$ cat src/rtl/rip_branch_history_queue.sv
// rip_branch_history_queue
//   In-order queue of predicted branches sitting between fetch and execute.
//   Fetch pushes a prediction snapshot {index, weight, pred}. Execute
//   resolves the oldest branch. One cycle after each resolve that is
//   accepted, the queue emits a predictor update strobe carrying that
//   entry, plus a mispredict pulse when the resolved direction differs
//   from the stored prediction.
//
//   Optional feature: define RIP_BHQ_MISPREDICT_FLUSH_EN so that a
//   mispredicted resolve also flushes every younger entry. A push in the
//   same cycle is dropped and does not set overflow. Without the macro,
//   younger entries are kept and only the pulse is raised.
//
// Ports
//   clk, rst                      clock, synchronous active-high reset
//   stall                         freezes the queue for the cycle
//   push, push_index/weight/pred  enqueue request and prediction snapshot
//   resolve_valid, resolve_actual resolve the head entry with its direction
//   update, update_index/weight,  registered predictor update payload,
//   actual, mispredict              valid the cycle after a pop
//   full, empty, count            occupancy, derived from the pointers only
//   overflow, underflow           sticky error flags
module rip_branch_history_queue #(
  parameter int DEPTH    = 8,
  parameter int INDEX_W  = 8,
  parameter int WEIGHT_W = 2
) (
  input  logic                       clk,
  input  logic                       rst,
  input  logic                       stall,
  input  logic                       push,
  input  logic [INDEX_W-1:0]         push_index,
  input  logic [WEIGHT_W-1:0]        push_weight,
  input  logic                       push_pred,
  input  logic                       resolve_valid,
  input  logic                       resolve_actual,
  output logic                       update,
  output logic [INDEX_W-1:0]         update_index,
  output logic [WEIGHT_W-1:0]        update_weight,
  output logic                       actual,
  output logic                       mispredict,
  output logic                       full,
  output logic                       empty,
  output logic [$clog2(DEPTH):0]     count,
  output logic                       overflow,
  output logic                       underflow
);

  localparam int AW = (DEPTH > 1) ? $clog2(DEPTH) : 1;
  localparam int PW = AW + 1;
  localparam int EW = INDEX_W + WEIGHT_W + 1;

  logic [EW-1:0]       mem [DEPTH];
  logic [PW-1:0]       wr_ptr;
  logic [PW-1:0]       rd_ptr;

  logic [EW-1:0]       head_p0;
  logic [INDEX_W-1:0]  head_index_p0;
  logic [WEIGHT_W-1:0] head_weight_p0;
  logic                head_pred_p0;

  logic                pop_p0;
  logic                mis_p0;
  logic                flush_p0;
  logic                push_ok_p0;
  logic                ovf_set_p0;
  logic                unf_set_p0;

  // Stage p0: occupancy from the registered pointers, and the accept decisions
  assign head_p0        = mem[rd_ptr[AW-1:0]];
  assign head_index_p0  = head_p0[EW-1 -: INDEX_W];
  assign head_weight_p0 = head_p0[WEIGHT_W:1];
  assign head_pred_p0   = head_p0[0];

  assign count = wr_ptr - rd_ptr;
  assign empty = (wr_ptr == rd_ptr);
  // Same slot with differing wrap bits means the writer is a full lap ahead.
  assign full  = (wr_ptr[AW] != rd_ptr[AW]) && (wr_ptr[AW-1:0] == rd_ptr[AW-1:0]);

  always_comb begin
    pop_p0     = 1'b0;
    mis_p0     = 1'b0;
    push_ok_p0 = 1'b0;
    ovf_set_p0 = 1'b0;
    unf_set_p0 = 1'b0;
    if (!stall) begin
      // empty is sampled before the push, so a push cannot rescue a resolve.
      pop_p0     = resolve_valid && !empty;
      mis_p0     = pop_p0 && (head_pred_p0 != resolve_actual);
      unf_set_p0 = resolve_valid && empty;
      // A pop in the same cycle frees a slot, so a push into a full queue still fits.
      push_ok_p0 = push && (!full || pop_p0) && !flush_p0;
      ovf_set_p0 = push && full && !pop_p0;
    end
  end

`ifdef RIP_BHQ_MISPREDICT_FLUSH_EN
  assign flush_p0 = mis_p0;
`else
  assign flush_p0 = 1'b0;
`endif

  // Stage p0 -> p1: storage write; storage contents are never reset
  always_ff @(posedge clk) begin
    if (push_ok_p0) begin
      mem[wr_ptr[AW-1:0]] <= {push_index, push_weight, push_pred};
    end
  end

  // Stage p0 -> p1: pointers, sticky flags and registered update payload
  always_ff @(posedge clk) begin
    if (rst) begin
      wr_ptr        <= '0;
      rd_ptr        <= '0;
      update        <= 1'b0;
      mispredict    <= 1'b0;
      overflow      <= 1'b0;
      underflow     <= 1'b0;
      update_index  <= '0;
      update_weight <= '0;
      actual        <= 1'b0;
    end else begin
      update     <= pop_p0;
      mispredict <= mis_p0;
      if (push_ok_p0) wr_ptr <= wr_ptr + PW'(1);
      // A flush moves the read pointer onto the write pointer. The flush
      // also suppresses the push, so wr_ptr is unchanged this cycle.
      if (flush_p0)    rd_ptr <= wr_ptr;
      else if (pop_p0) rd_ptr <= rd_ptr + PW'(1);
      if (ovf_set_p0) overflow  <= 1'b1;
      if (unf_set_p0) underflow <= 1'b1;
      if (pop_p0) begin
        update_index  <= head_index_p0;
        update_weight <= head_weight_p0;
        actual        <= resolve_actual;
      end
    end
  end

endmodule

$ cat config.mk
export PLATFORM = sky130hd
export DESIGN_NAME = rip_branch_history_queue
export DESIGN_NICKNAME = d
export VERILOG_FILES = /design/src/rtl/rip_branch_history_queue.sv
export SDC_FILE = /design/constraint.sdc
export NUM_CORES = 1
export LEC_CHECK = 0
export CORE_MARGIN = 1.5
export CORE_UTILIZATION = 45
export DETAILED_ROUTE_END_ITERATION = 10
export DONT_BUFFER_PORTS = 1
export GPL_TIMING_DRIVEN = 0
export PLACE_DENSITY = 0.64
export SLEW_MARGIN = 20
export SYNTH_ARGS = -nofsm -noshare
export SYNTH_HDL_FRONTEND = slang
export SYNTH_SLANG_ARGS = --single-unit
$ cat constraint.sdc
create_clock -name clk -period 4.7 [get_ports clk]
set_input_delay 0.47 -clock clk [delete_from_list [all_inputs] [get_ports clk]]
set_output_delay 0.47 -clock clk [all_outputs]
set_load 0.02 [all_outputs]
## Yosys cells after proc, flatten, opt, wreduce, memory -nomap -nowiden

Memories as Yosys holds them, arrays and structs flattened. A register that Yosys moved wholly into a read port is not among the register bits.
Cells that the tools add are included.

| storage, ports and cells | value |
|---|---|
| register bits after elaboration | 23 |
| memory bits (writable) | 88 |
| input bits | 17 |
| output and inout port bits | 21 |
| logic and storage cells | 37 |
| memories kept | 1 |

| operators by class | value |
|---|---|
| $add $sub $neg | 3 |
| eq/ne operators | 4 |
| mux-type cells | 8 |
| reduce and logical (&&, ||, !) cells | 12 |

Memories:

| memory | depth | bits a word | rd ports | clocked after memory_dff | wr ports | RTL line | RTL |
|---|---|---|---|---|---|---|---|
| mem | 8 | 11 | 1 | 1 | 1 | 53 | `logic [EW-1:0] mem [DEPTH];` |

Operator list:

| cell | number |
|---|---|
| 4-bit by 1-bit adder with 4-bit output, second input constant | 2 |
| 1-bit logical AND | 7 |
| 1-bit two-way mux | 6 |
| 3-bit two-way mux | 2 |
| 4-bit == test | 1 |
| 4-bit subtractor | 1 |
| 3-bit == test | 1 |
| 1-bit logical NOT | 3 |
| 1-bit != test | 2 |
| 2-bit OR reduction | 1 |
| 1-bit logical OR | 1 |

## Depth between registers and ports, before layout

Gate-level depths: netlist of run 1.

| logic depth | value |
|---|---|
| depth in word-level cells | 8 |
| mapped depth | 7 |
| mapped depth without buffers | 6 |

## Worst setup path after synthesis of run 1

No wires, ideal clock.

| timing | value |
|---|---|
| path type | register to register |
| from | register wr_ptr[0] |
| to | memory mem[0][0] in the netlist's numbering, enable pin |
| arrival time | 2.190 ns |
| path slack | 2.102 ns |
| cell stages (with the launch flop) | 6 |
| path buffers | 0 |
| period minus slack after synthesis | 2.598 ns |
| path through | dfxtp_1 inv_1 ha_1 nand3_2 o31ai_4 nor4_1 |

| on the way | value |
|---|---|
| longest elaborated chain between the ends | 8 |
| elaborated cells on any way between the ends | 11 |
| classes of those cells | eq/ne: 2; mux: 3; reduce/logical: 6 |

Ends and longest elaborated chain:

| what | RTL line | RTL |
|---|---|---|
| start, declared | 54 | `logic [PW-1:0] wr_ptr;` |
| start signal, assigned | 125 | `if (push_ok_p0) wr_ptr <= wr_ptr + PW'(1);` |
| 4-bit == test / 3-bit == test (equally long branches) | 76, 78 |  |
| 1-bit logical NOT / 1-bit logical AND (equally long branches) | 88, 78 |  |
| 1-bit logical AND / 1-bit logical NOT (equally long branches) | 88, 92 |  |
| 1-bit logical OR | 92 | `push_ok_p0 = push && (!full \|\| pop_p0) && !flush_p0;` |
| 1-bit logical AND | 92 |  |
| 1-bit two-way mux | 86 | `if (!stall) begin` |
| 1-bit two-way mux | 105 | `if (push_ok_p0) begin` |
| 1-bit two-way mux (implied by the code) | 106 | `mem[wr_ptr[AW-1:0]] <= {push_index, push_weight, push_pred};` |
| end, declared | 53 |  |

Parallel ways exist; a longest one is shown, timed or not.

## Worst setup path after layout of run 1

| timing | value |
|---|---|
| from | register wr_ptr[0] |
| to | output port count[2] |

| on the way | value |
|---|---|
| longest elaborated chain between the ends | 1 |

Ends and longest elaborated chain:

| what | RTL line | RTL |
|---|---|---|
| 4-bit subtractor | 75 | `assign count = wr_ptr - rd_ptr;` |
| end, declared | 44 | `output logic [$clog2(DEPTH):0] count,` |

No other way between the ends.

==> key figures, run 1 <==
Status
  – Status: finished, final reports clean

Timing
  – Max-slew violation count: 0
  – Final Hold Fails: 0
  – Crit share post-route: 56.1%
  – RSZ-0062 raised after global routing: false
  – Setup TNS: 0 ns
  – Setup violations, final: 0
  – Worst-margin pin slew: 0.834 ns
  – Final min period: 2.64 ns
  – Max Freq: 379 MHz
  – Worst slew margin: 44.4%
  – Worst-case clock skew: 0.0147 ns

Placement
  – Port bufs: 0
  – Area of placed instances: 4680 sq um
  – Detail Placement HPWL: 5800 microns
  – Final Wtd Congestion: 0.764

Floorplan
  – Initial Utilization: 46.0%
  – Die extent in x: 102 microns
  – Die area: 10500 sq um
  – Num rows: 36
  – Die height: 102 microns
  – Total core area: 9640 sq um
  – Num ports: 38

Global routing
  – Global Route Usage Sum: 18.8%
  – Overflow after GRT: 0
  – Largest net degree at the start of global routing: 17
  – Number of global-route vias before repair: 2470
  – Initial antenna violation count: 0
  – First-pass GRT wire length: 13700 microns

Routing
  – Routed vias: 2392
  – 1st-iter DRT viols: 149
  – Wirelength, routed: 8950 microns
  – Wire per inst: 20.1 microns
  – DR top layer: met4
  – # DRC: 0
  – Vias per cell: 5.38
  – ANT nets after route: 0
  – M1 WL: 3940 microns
  – DR WL met3: 510 microns
  – First-pass iteration count of the detailed router: 4
  – DR WL met2: 4260 microns

Yosys
  – Ys flop type: edfxtp_1
  – Syn Inst Count: 274
  – Synthesis-stage register bit count: 114
  – EDFF count, synth: 88
  – Synthesized area per cell: 16.2 sq um
  – Async set or reset register ratio after synthesis: 0%
  – Post-Syn Area: 4430 sq um
  – Part of the Yosys area used for sequential elements: 71.4%
  – Yosys warnings: 0
  – Synth unique cells: 36
  – Synth Net Count: 297

Job
  – Max cap viols: 0

Finish
  – Filler cell count in the final layout: 781
  – Multi-input gate area: 1210 sq um
  – N_diodes: 0
  – Sequential cell area: 3160 sq um
  – Area Overhead vs Synth: 18.7%
  – Nets@finish: 322
  – Post-route cell area: 5260 sq um
  – Share of cells above drive strength 1: 22.1%

CTS
  – H-Tree Depth: 4
  – Maximum clock path buffer count: 2
  – Clock root cell: clkbuf_8
  – Clk sinks: 114
  – Clk slew on worst S/H paths: 0.06 ns
  – Hold_buf cts: 0
  – Clk Latency, worst-skew pair: 0.51 ns
  – CTS tree: yes
  – Post_cts resized: 0
  – CTS Buf Count: 17
  – Number of setup buffers added after CTS: 0

Critical path
  – Crit Path Class: reg -> out
  – Crit path cell chain: inv_1 -> ha_1 -> fa_1 -> xnor2_1
  – Crit path max-delay cell type: dfxtp_1
  – CP arrival: 2.17 ns
  – CP endpoint kind: output port
  – Crit-path max FO: 6
  – Critical path's largest stage delay: 0.46 ns
  – Required @ worst endpoint: 4.23 ns
  – Crit start category: flop

Pwr
  – P_leak: 0.00170 uW
  – IR Drop Worst-Case VDD: 0.206 mV
  – Total Power: 2430 uW
  – Total power per unit cell area: 463 nW/um^2

Hold path
  – Worst hold path class: in -> reg
[kinds of logic after synthesis]
logic type / synth area share, %
compound gates: 5.87
fa+ha+maj: 1.86
flops: 71.4
buf+inv: 2.09
mux: 11.1
xor+xnor: 1.95
simple gates: 5.76
[cells in the mapped netlist, types with 3 or more instances]
library cell	n	share of area, %
nand2_1	7	0.59
buf_4	3	0.51
ha_1	5	1.4
nor3_1	16	1.8
edfxtp_1	88	60
xnor2_1	4	0.79
mux2i_1	22	5.0
inv_1	7	0.59
nor2_1	24	2.0
mux4_2	12	6.1
a21oi_1	7	0.79
xor2_1	4	0.79
clkbuf_1	4	0.34
a211oi_1	10	1.7
o22ai_1	10	1.4
dfxtp_1	26	12
[stage by stage]
step                      hold WS, ns  worst slack (ns)  utilization (%)  std cells
final                          0.0381              2.06             54.5        445
after global routing           0.0208              1.96             54.5        445
after CTS                      0.0175              2.05             54.5        445
after detailed placement        0.550              2.25             48.6        413
after global placement          0.541             0.957             47.7        407
after floorplan                 0.508              2.10                -        274
[power breakdown]
group | switching (uW) | internal (uW)
registers | 20.6 | 1100
clock network | 463 | 756
logic | 60.1 | 30.5
[layout by cell type (no fill, tap or decap), types with 10 or more instances in the layout]
cell       instances
mux2i_1           22
edfxtp_1          88
o22ai_1           10
a211oi_1          10
dfxtp_1           26
nor2_1            21
mux4_2            12
nor3_1            12
clkbuf_16         16
[layout make-up]
class | instances | share of cell area (%)
Buffer | 12 | 1.26
Clock buffer | 17 | 7.88
Clock inverter | 15 | 3.02
Inverter | 7 | 0.500
Multi-Input combinational cell | 141 | 23.0
Sequential cell | 114 | 60.2
Tap cell | 133 | 3.17
Timing Repair Buffer | 6 | 1.02
[final timing paths]
check | from | to | slack, ns | cells after the start
setup / recovery | wr_ptr[0]$_SDFFE_PP0P_ | count[2] | 2.06 | 4
hold / removal | rst | update_index[7]$_SDFFE_PP0P_ | 0.04 | 1
setup reg to reg | wr_ptr[0]$_SDFFE_PP0P_ | mem[1][2]$_DFFE_PP_ | 2.23 | 6
hold reg to reg | actual$_SDFFE_PP0P_ | actual$_SDFFE_PP0P_ | 0.55 | 2
[sequential cells by signal, summed over array words and instances, names as in the netlist, named ones only]
name and cells:
mispredict 1, underflow 1, actual 1, wr_ptr 4
update_index 8, mem 88, update 1, overflow 1
update_weight 2, rd_ptr 4
[metal layers]
layer	vias to the layer above	GRT usage, %
met1	1184	25.1
met3	18	5.27
met2	73	28.8
met5	-	0
met4	0	8.75
li1	1117	-
[critical path: cells and delay by family, from the launching register on]
kind / cells / cell delay (ns)
adder cells (fa/ha/maj): 2 / 0.63
flip-flops: 1 / 0.46
buffers and inverters: 1 / 0.15
XOR/XNOR: 1 / 0.43
Power figures use the tool's default switching activity.
==> run 2: changes to the inputs <==
==> constraint.sdc (replaced) <==
create_clock -name clk -period 2.66 [get_ports clk]
set_input_delay 0.266 -clock clk [delete_from_list [all_inputs] [get_ports clk]]
set_output_delay 0.266 -clock clk [all_outputs]
set_load 0.02 [all_outputs]
==> key figures, run 2 (same netlist as run 1, synthesis figures left out) <==
Global routing
  – Initial antenna violation count: 0 (unchanged)
  – First-pass GRT wire length: 13800 microns (+1.1%)
  – Number of global-route vias before repair: 2488 (+0.73%)
  – Global Route Usage Sum: 19.0% (+0.15 points)
  – Largest net degree at the start of global routing: 17 (unchanged)
  – Overflow after GRT: 0 (unchanged)

Critical path
  – Required @ worst endpoint: 2.79 ns (-1.44 ns)
  – Crit Path Class: reg -> reg
  – CP endpoint kind: flop
  – Crit start category: flop
  – Register-to-Register Path Depth: 5 (-1)
  – R2r setup slk: 0.20 ns (-2.03 ns)
  – Crit Reg-Reg Endpoint: mem[7][4]$_DFFE_PP_
  – Reg2reg start: wr_ptr[0]$_SDFFE_PP0P_
  – Crit-path max FO: 11 (+5)
  – CP arrival: 2.59 ns (+0.42 ns)

Floorplan
  – Num ports: 38 (unchanged)
  – Total core area: 9640 sq um (unchanged)
  – Die height: 102 microns (unchanged)
  – Initial Utilization: 46.0% (unchanged)
  – Die area: 10500 sq um (unchanged)
  – Die extent in x: 102 microns (unchanged)
  – Num rows: 36 (unchanged)

Routing
  – First-pass iteration count of the detailed router: 4 (unchanged)
  – ANT nets after route: 0 (unchanged)
  – Wire per inst: 19.6 microns (-2.4%)
  – 1st-iter DRT viols: 106 (-29%)
  – Vias per cell: 5.36 (-0.25%)
  – Routed vias: 2461 (+2.9%)
  – Wirelength, routed: 9010 microns (+0.69%)
  – # DRC: 0 (unchanged)

Finish
  – Most frequent cells in the layout: 88 x edfxtp_1, 26 x dfxtp_1, 22 x mux2i_1
  – Leading cell type in the layout, fill and taps excluded: edfxtp_1
  – Share of cells above drive strength 1: 21.2% (-0.95 points)
  – Max reg flops: 88 (unchanged)
  – N_diodes: 0 (unchanged)
  – Area Overhead vs Synth: 21.8%
  – Nets@finish: 336 (+4.3%)
  – Post-route cell area: 5400 sq um (+2.7%)
  – Filler cell count in the final layout: 777 (-0.51%)

CTS
  – H-Tree Depth: 4 (unchanged)
  – Number of setup buffers added after CTS: 0 (unchanged)
  – CTS Buf Count: 17 (unchanged)
  – Post_cts resized: 0 (unchanged)
  – Clk Latency, worst-skew pair: 0.51 ns (about the same)
  – CTS tree: yes
  – Clock root cell: clkbuf_8
  – Maximum clock path buffer count: 2 (unchanged)
  – Clk sinks: 114 (unchanged)
  – Clk slew on worst S/H paths: 0.06 ns (about the same)

Job
  – Max cap viols: 0 (unchanged)

Timing
  – RSZ-0062 raised after global routing: false
  – Final min period: 2.46 ns
  – Worst slew margin: 44.2% (-0.13 points)
  – Final Hold Fails: 0 (unchanged)
  – Worst-case clock skew: 0.0163 ns (+0.00160 ns)
  – Crit share post-route: 92.3%
  – Setup TNS: 0 ns (unchanged)
  – Worst-margin pin slew: 0.836 ns (+0.00195 ns)
  – Final setup margin: 0.204 ns (-1.86 ns)
  – Setup violations, final: 0 (unchanged)
  – Max Freq: 407 MHz
  – Max-slew violation count: 0 (unchanged)

Placement
  – Final Wtd Congestion: 0.764 (unchanged)
  – Detail Placement HPWL: 5800 microns (unchanged)
  – Area of placed instances: 4680 sq um (unchanged)
  – Post-place setup slack: 0.211 ns (-2.04 ns)
  – Port bufs: 0 (unchanged)

Hold path
  – Hold path start: stall
  – Worst hold path class: in -> reg
  – Hold path endpoint: underflow$_SDFFE_PP0P_
  – Worst hold stages: 3 (+2)

Pwr
  – P_leak: 0.00175 uW (+3.4%)
  – Total Power: 4330 uW (+78%)
  – IR Drop Worst-Case VDD: 0.367 mV (+79%)
  – Total power per unit cell area: 802 nW/um^2 (+73%)

Status
  – Status: finished, final reports clean
==> run 2: cell types whose count changed in the layout (fill, tap and decap cells not counted) <==
cell	delta
dlygate4sd3_1	+14
==> run 2: repair_timing <==
item	CTS	global route
endpoints found under the hold margin	94	0
setup endpoints to repair	0	0
hold buffers	14	0
==> run 2: where the power goes <==
part	internal [uW]	total, uW	switching [uW]
clock	1340	2150	814
combinational	68.0	193	125
sequential	1950	1990	36.4
==> run 2: worst max-delay path by stage <==
stage	start	endpoint	slack, ns	cells past startpoint
global placement	wr_ptr[0]$_SDFFE_PP0P_	mem[0][5]$_DFFE_PP_	-1.08	5
detailed placement	wr_ptr[0]$_SDFFE_PP0P_	mem[5][5]$_DFFE_PP_	0.21	5
CTS	wr_ptr[0]$_SDFFE_PP0P_	mem[5][4]$_DFFE_PP_	0.19	5
finish	wr_ptr[0]$_SDFFE_PP0P_	mem[7][4]$_DFFE_PP_	0.20	5
global route	wr_ptr[0]$_SDFFE_PP0P_	mem[4][9]$_DFFE_PP_	0.02	6
floorplan	wr_ptr[0]$_SDFFE_PP0P_	mem[0][0]$_DFFE_PP_	0.06	5
==> run 2: worst max-delay path, stage by stage (launching register included) <==
cell and delay [ns]:
dfxtp_1 0.45, inv_1 0.15, ha_1 0.34, nand3_2 0.21, o311ai_2 0.21, nor2_2 0.71
==> run 2: final cells by class <==
class	instances	area [sq um]	area share [%]
plain buffers	12	66.3	1.23
clock buffers	17	414	7.67
clock inverters	15	159	2.94
inverters	7	26.3	0.487
multi-input cells	141	1210	22.4
flip-flops and latches	114	3160	58.6
well taps	133	166	3.08
repair buffers	20	194	3.59
==> run 2: through the flow <==
stage / hold slack (ns) / instances / utilization [%]
after floorplan: 0.345 / 274 / -
after global placement: 0.347 / 407 / 47.7
after detailed placement: 0.350 / 413 / 48.6
after CTS: 0.0221 / 459 / 56.0
after global routing: 0.0886 / 459 / 56.0
final: 0.0455 / 459 / 56.0
==> run 2: routing by layer <==
| layer | up-vias | global-route usage [%] | wire length (microns) |
|---|---|---|---|
| li1 | 1143 | - | - |
| met2 | 62 | 28.9 | 4310 |
| met4 | 0 | 8.96 | 197 |
| met5 | - | 0 | 0 |
| met1 | 1239 | 25.4 | 4090 |
| met3 | 17 | 5.13 | 412 |
==> run 3: changes to the inputs <==
--- a/config.mk
+++ b/config.mk
@@ -10,7 +10,7 @@
 export DETAILED_ROUTE_END_ITERATION = 10
 export DONT_BUFFER_PORTS = 1
 export GPL_TIMING_DRIVEN = 0
-export PLACE_DENSITY = 0.64
+export PLACE_DENSITY = 0.66
 export SLEW_MARGIN = 20
 export SYNTH_ARGS = -nofsm -noshare
 export SYNTH_HDL_FRONTEND = slang
==> constraint.sdc (replaced) <==
create_clock -name clk -period 2.06 [get_ports clk]
set_input_delay 0.206 -clock clk [delete_from_list [all_inputs] [get_ports clk]]
set_output_delay 0.206 -clock clk [all_outputs]
set_load 0.02 [all_outputs]
==> key figures, run 3 (same netlist as run 1, synthesis figures left out) <==
Status
  – Status: finished, final reports clean

CTS
  – Clk sinks: 114 (unchanged)
  – Clk Latency, worst-skew pair: 0.51 ns (about the same)
  – Clk slew on worst S/H paths: 0.06 ns (about the same)
  – H-Tree Depth: 4 (unchanged)
  – Maximum clock path buffer count: 2 (unchanged)
  – CTS Buf Count: 17 (unchanged)
  – CTS tree: yes
  – Clock root cell: clkbuf_8

Timing
  – Worst-margin pin slew: 0.733 ns (-0.103 ns)
  – Worst slew margin: 51.2% (+6.9 points)
  – Max Freq: 494 MHz (+21%)
  – Final Hold Fails: 0 (unchanged)
  – Worst hold slack: 0.0512 ns (+0.00572 ns)
  – Crit share post-route: 98.3% (+5.9 points)
  – Setup violations, final: 0 (unchanged)
  – Worst-case clock skew: 0.00721 ns (-0.00910 ns)
  – Final min period: 2.02 ns (-0.432 ns)
  – Max-slew violation count: 0 (unchanged)

Floorplan
  – Die area: 10500 sq um (unchanged)
  – Num ports: 38 (unchanged)
  – Num rows: 36 (unchanged)
  – Die extent in x: 102 microns (unchanged)
  – Total core area: 9640 sq um (unchanged)
  – Initial Utilization: 46.0% (unchanged)
  – Die height: 102 microns (unchanged)

Hold path
  – Worst hold path class: in -> reg
  – Hold path start: stall
  – Hold path endpoint: overflow$_SDFFE_PP0P_
  – Worst hold stages: 3 (unchanged)

Routing
  – # DRC: 0 (unchanged)
  – First-pass iteration count of the detailed router: 4 (unchanged)
  – Wire per inst: 21.3 microns (+8.6%)
  – Routed vias: 2614 (+6.2%)
  – Vias per cell: 5.51 (+2.9%)
  – Wirelength, routed: 10100 microns (+12%)
  – 1st-iter DRT viols: 144 (+36%)
  – ANT nets after route: 0 (unchanged)

Global routing
  – Overflow after GRT: 0 (unchanged)
  – Largest net degree at the start of global routing: 17 (unchanged)
  – Number of global-route vias before repair: 2619 (+5.3%)
  – Global Route Usage Sum: 20.6% (+1.6 points)
  – Initial antenna violation count: 0 (unchanged)
  – First-pass GRT wire length: 14800 microns (+6.9%)

Critical path
  – Crit Reg-Reg Endpoint: mem[7][7]$_DFFE_PP_
  – Crit path cell chain: clkinvlp_4 -> ha_4 -> nand3_4 -> o311ai_4 -> buf_4 -> nor2_4 -> buf_12
  – Crit Path Class: reg -> reg
  – CP endpoint kind: flop
  – Critical path's largest stage delay: 0.38 ns (-0.33 ns)
  – Crit path max-delay cell type: o311ai_4
  – Required @ worst endpoint: 2.33 ns (-0.46 ns)
  – Crit-path max FO: 11 (unchanged)
  – Register-to-Register Path Depth: 7 (+2)
  – CP arrival: 2.29 ns (-0.30 ns)
  – Reg2reg start: wr_ptr[0]$_SDFFE_PP0P_
  – Crit start category: flop
  – R2r setup slk: 0.04 ns (-0.17 ns)

Pwr
  – IR Drop Worst-Case VDD: 0.647 mV (+76%)
  – Total power per unit cell area: 1010 nW/um^2 (+26%)
  – P_leak: 0.00188 uW (+7.3%)

Placement
  – Final Wtd Congestion: 0.751 (-1.7%)
  – Detail Placement HPWL: 5780 microns (-0.44%)
  – DP Cell Count: 412 (-0.24%)
  – Port bufs: 0 (unchanged)

Finish
  – Leading cell type in the layout, fill and taps excluded: edfxtp_1
  – Area Overhead vs Synth: 29.9%
  – N_diodes: 0 (unchanged)
  – Nets@finish: 351 (+4.5%)
  – Max reg flops: 88 (unchanged)
  – Most frequent cells in the layout: 88 x edfxtp_1, 22 x mux2i_1, 22 x dfxtp_1
  – Fin cells: 474 (+3.3%)
  – Share of cells above drive strength 1: 29.3% (+8.2 points)

Job
  – Max cap viols: 0 (unchanged)
==> run 3: changes by cell type in the layout (fill, tap and decap cells not counted), moves of 3 or more <==
cell | previous run | this run
buf_4 | 5 | 16
dfxtp_1 | 26 | 22
buf_12 | 0 | 3
clkinv_2 | 1 | 4
nor2_4 | 0 | 3
nor3_2 | 4 | 1
ha_1 | 5 | 2
ha_4 | 0 | 3
dfxtp_4 | 0 | 4
clkinv_4 | 3 | 0
nor3_4 | 0 | 3
==> run 3: worst max-delay path: cells and delay by family (launching register included) <==
| kind | cells | cell delay [ns] |
|---|---|---|
| AOI/OAI and AO/OA | 1 | 0.38 |
| adders and majority gates | 1 | 0.30 |
| DFF | 1 | 0.36 |
| buffers and inverters | 3 | 0.52 |
| and+or+nand+nor | 2 | 0.20 |
==> run 3: final cells by class <==
type,count,area (sq um)
fillers,747,3880
flip-flops and latches,114,3180
multi-input cells,141,1360
clock buffers,17,414
repair buffers,35,353
clock inverters,15,190
well taps,133,166
plain buffers,12,67.6
inverters,7,30.0
==> run 3: how the worst max path moves through the flow <==
stage,endpoint,cells after the start,slack (ns),start
after floorplan,mem[4][0]$_DFFE_PP_,5,-0.29,wr_ptr[0]$_SDFFE_PP0P_
final,mem[7][7]$_DFFE_PP_,7,0.04,wr_ptr[0]$_SDFFE_PP0P_
after global placement,mem[3][5]$_DFFE_PP_,5,-1.27,wr_ptr[0]$_SDFFE_PP0P_
after detailed placement,mem[6][8]$_DFFE_PP_,5,-0.66,wr_ptr[0]$_SDFFE_PP0P_
after global routing,mem[6][0]$_DFFE_PP_,4,-0.0008,rd_ptr[3]$_SDFFE_PP0P_
after CTS,mem[0][1]$_DFFE_PP_,7,0.006,rd_ptr[2]$_SDFFE_PP0P_
==> run 3: layer usage <==
metal	track usage [%]	routed length, microns	up-vias
met2	32.7	5260	109
li1	-	-	1172
met3	6.84	743	8
met5	0	0	-
met4	8.85	119	0
met1	26.0	3980	1325
==> run 3: per-stage QoR <==
step           cell area [sq um]  power, uW  utilization (%)   TNS [ns]  setup slack [ns]
2_1_floorplan               4440       2760                -     -13.82            -0.294
3_3_place_gp                4600       2810             47.8     -80.41             -1.27
3_5_place_dp                4690       2830             48.7     -34.58            -0.663
4_1_cts                     5650       5860             58.6          0           0.00610
5_1_grt                     5750       6020             59.7  -0.000826         -0.000826
6_report                    5750       5830             59.7          0            0.0357
==> run 3: report_power, final <==
group	total, uW	switching, uW	internal (uW)
clock network	2950	1000	1950
logic	316	193	122
registers	2570	48.5	2520
==> run 3: timing repair <==
item                       4_1_cts  5_1_grt
pin swaps                        8        7
hold endpoints to repair        96        0
buffers inserted                 9        6
hold buffers                    15        0
resized for setup               28        5
setup endpoints to repair      110       71
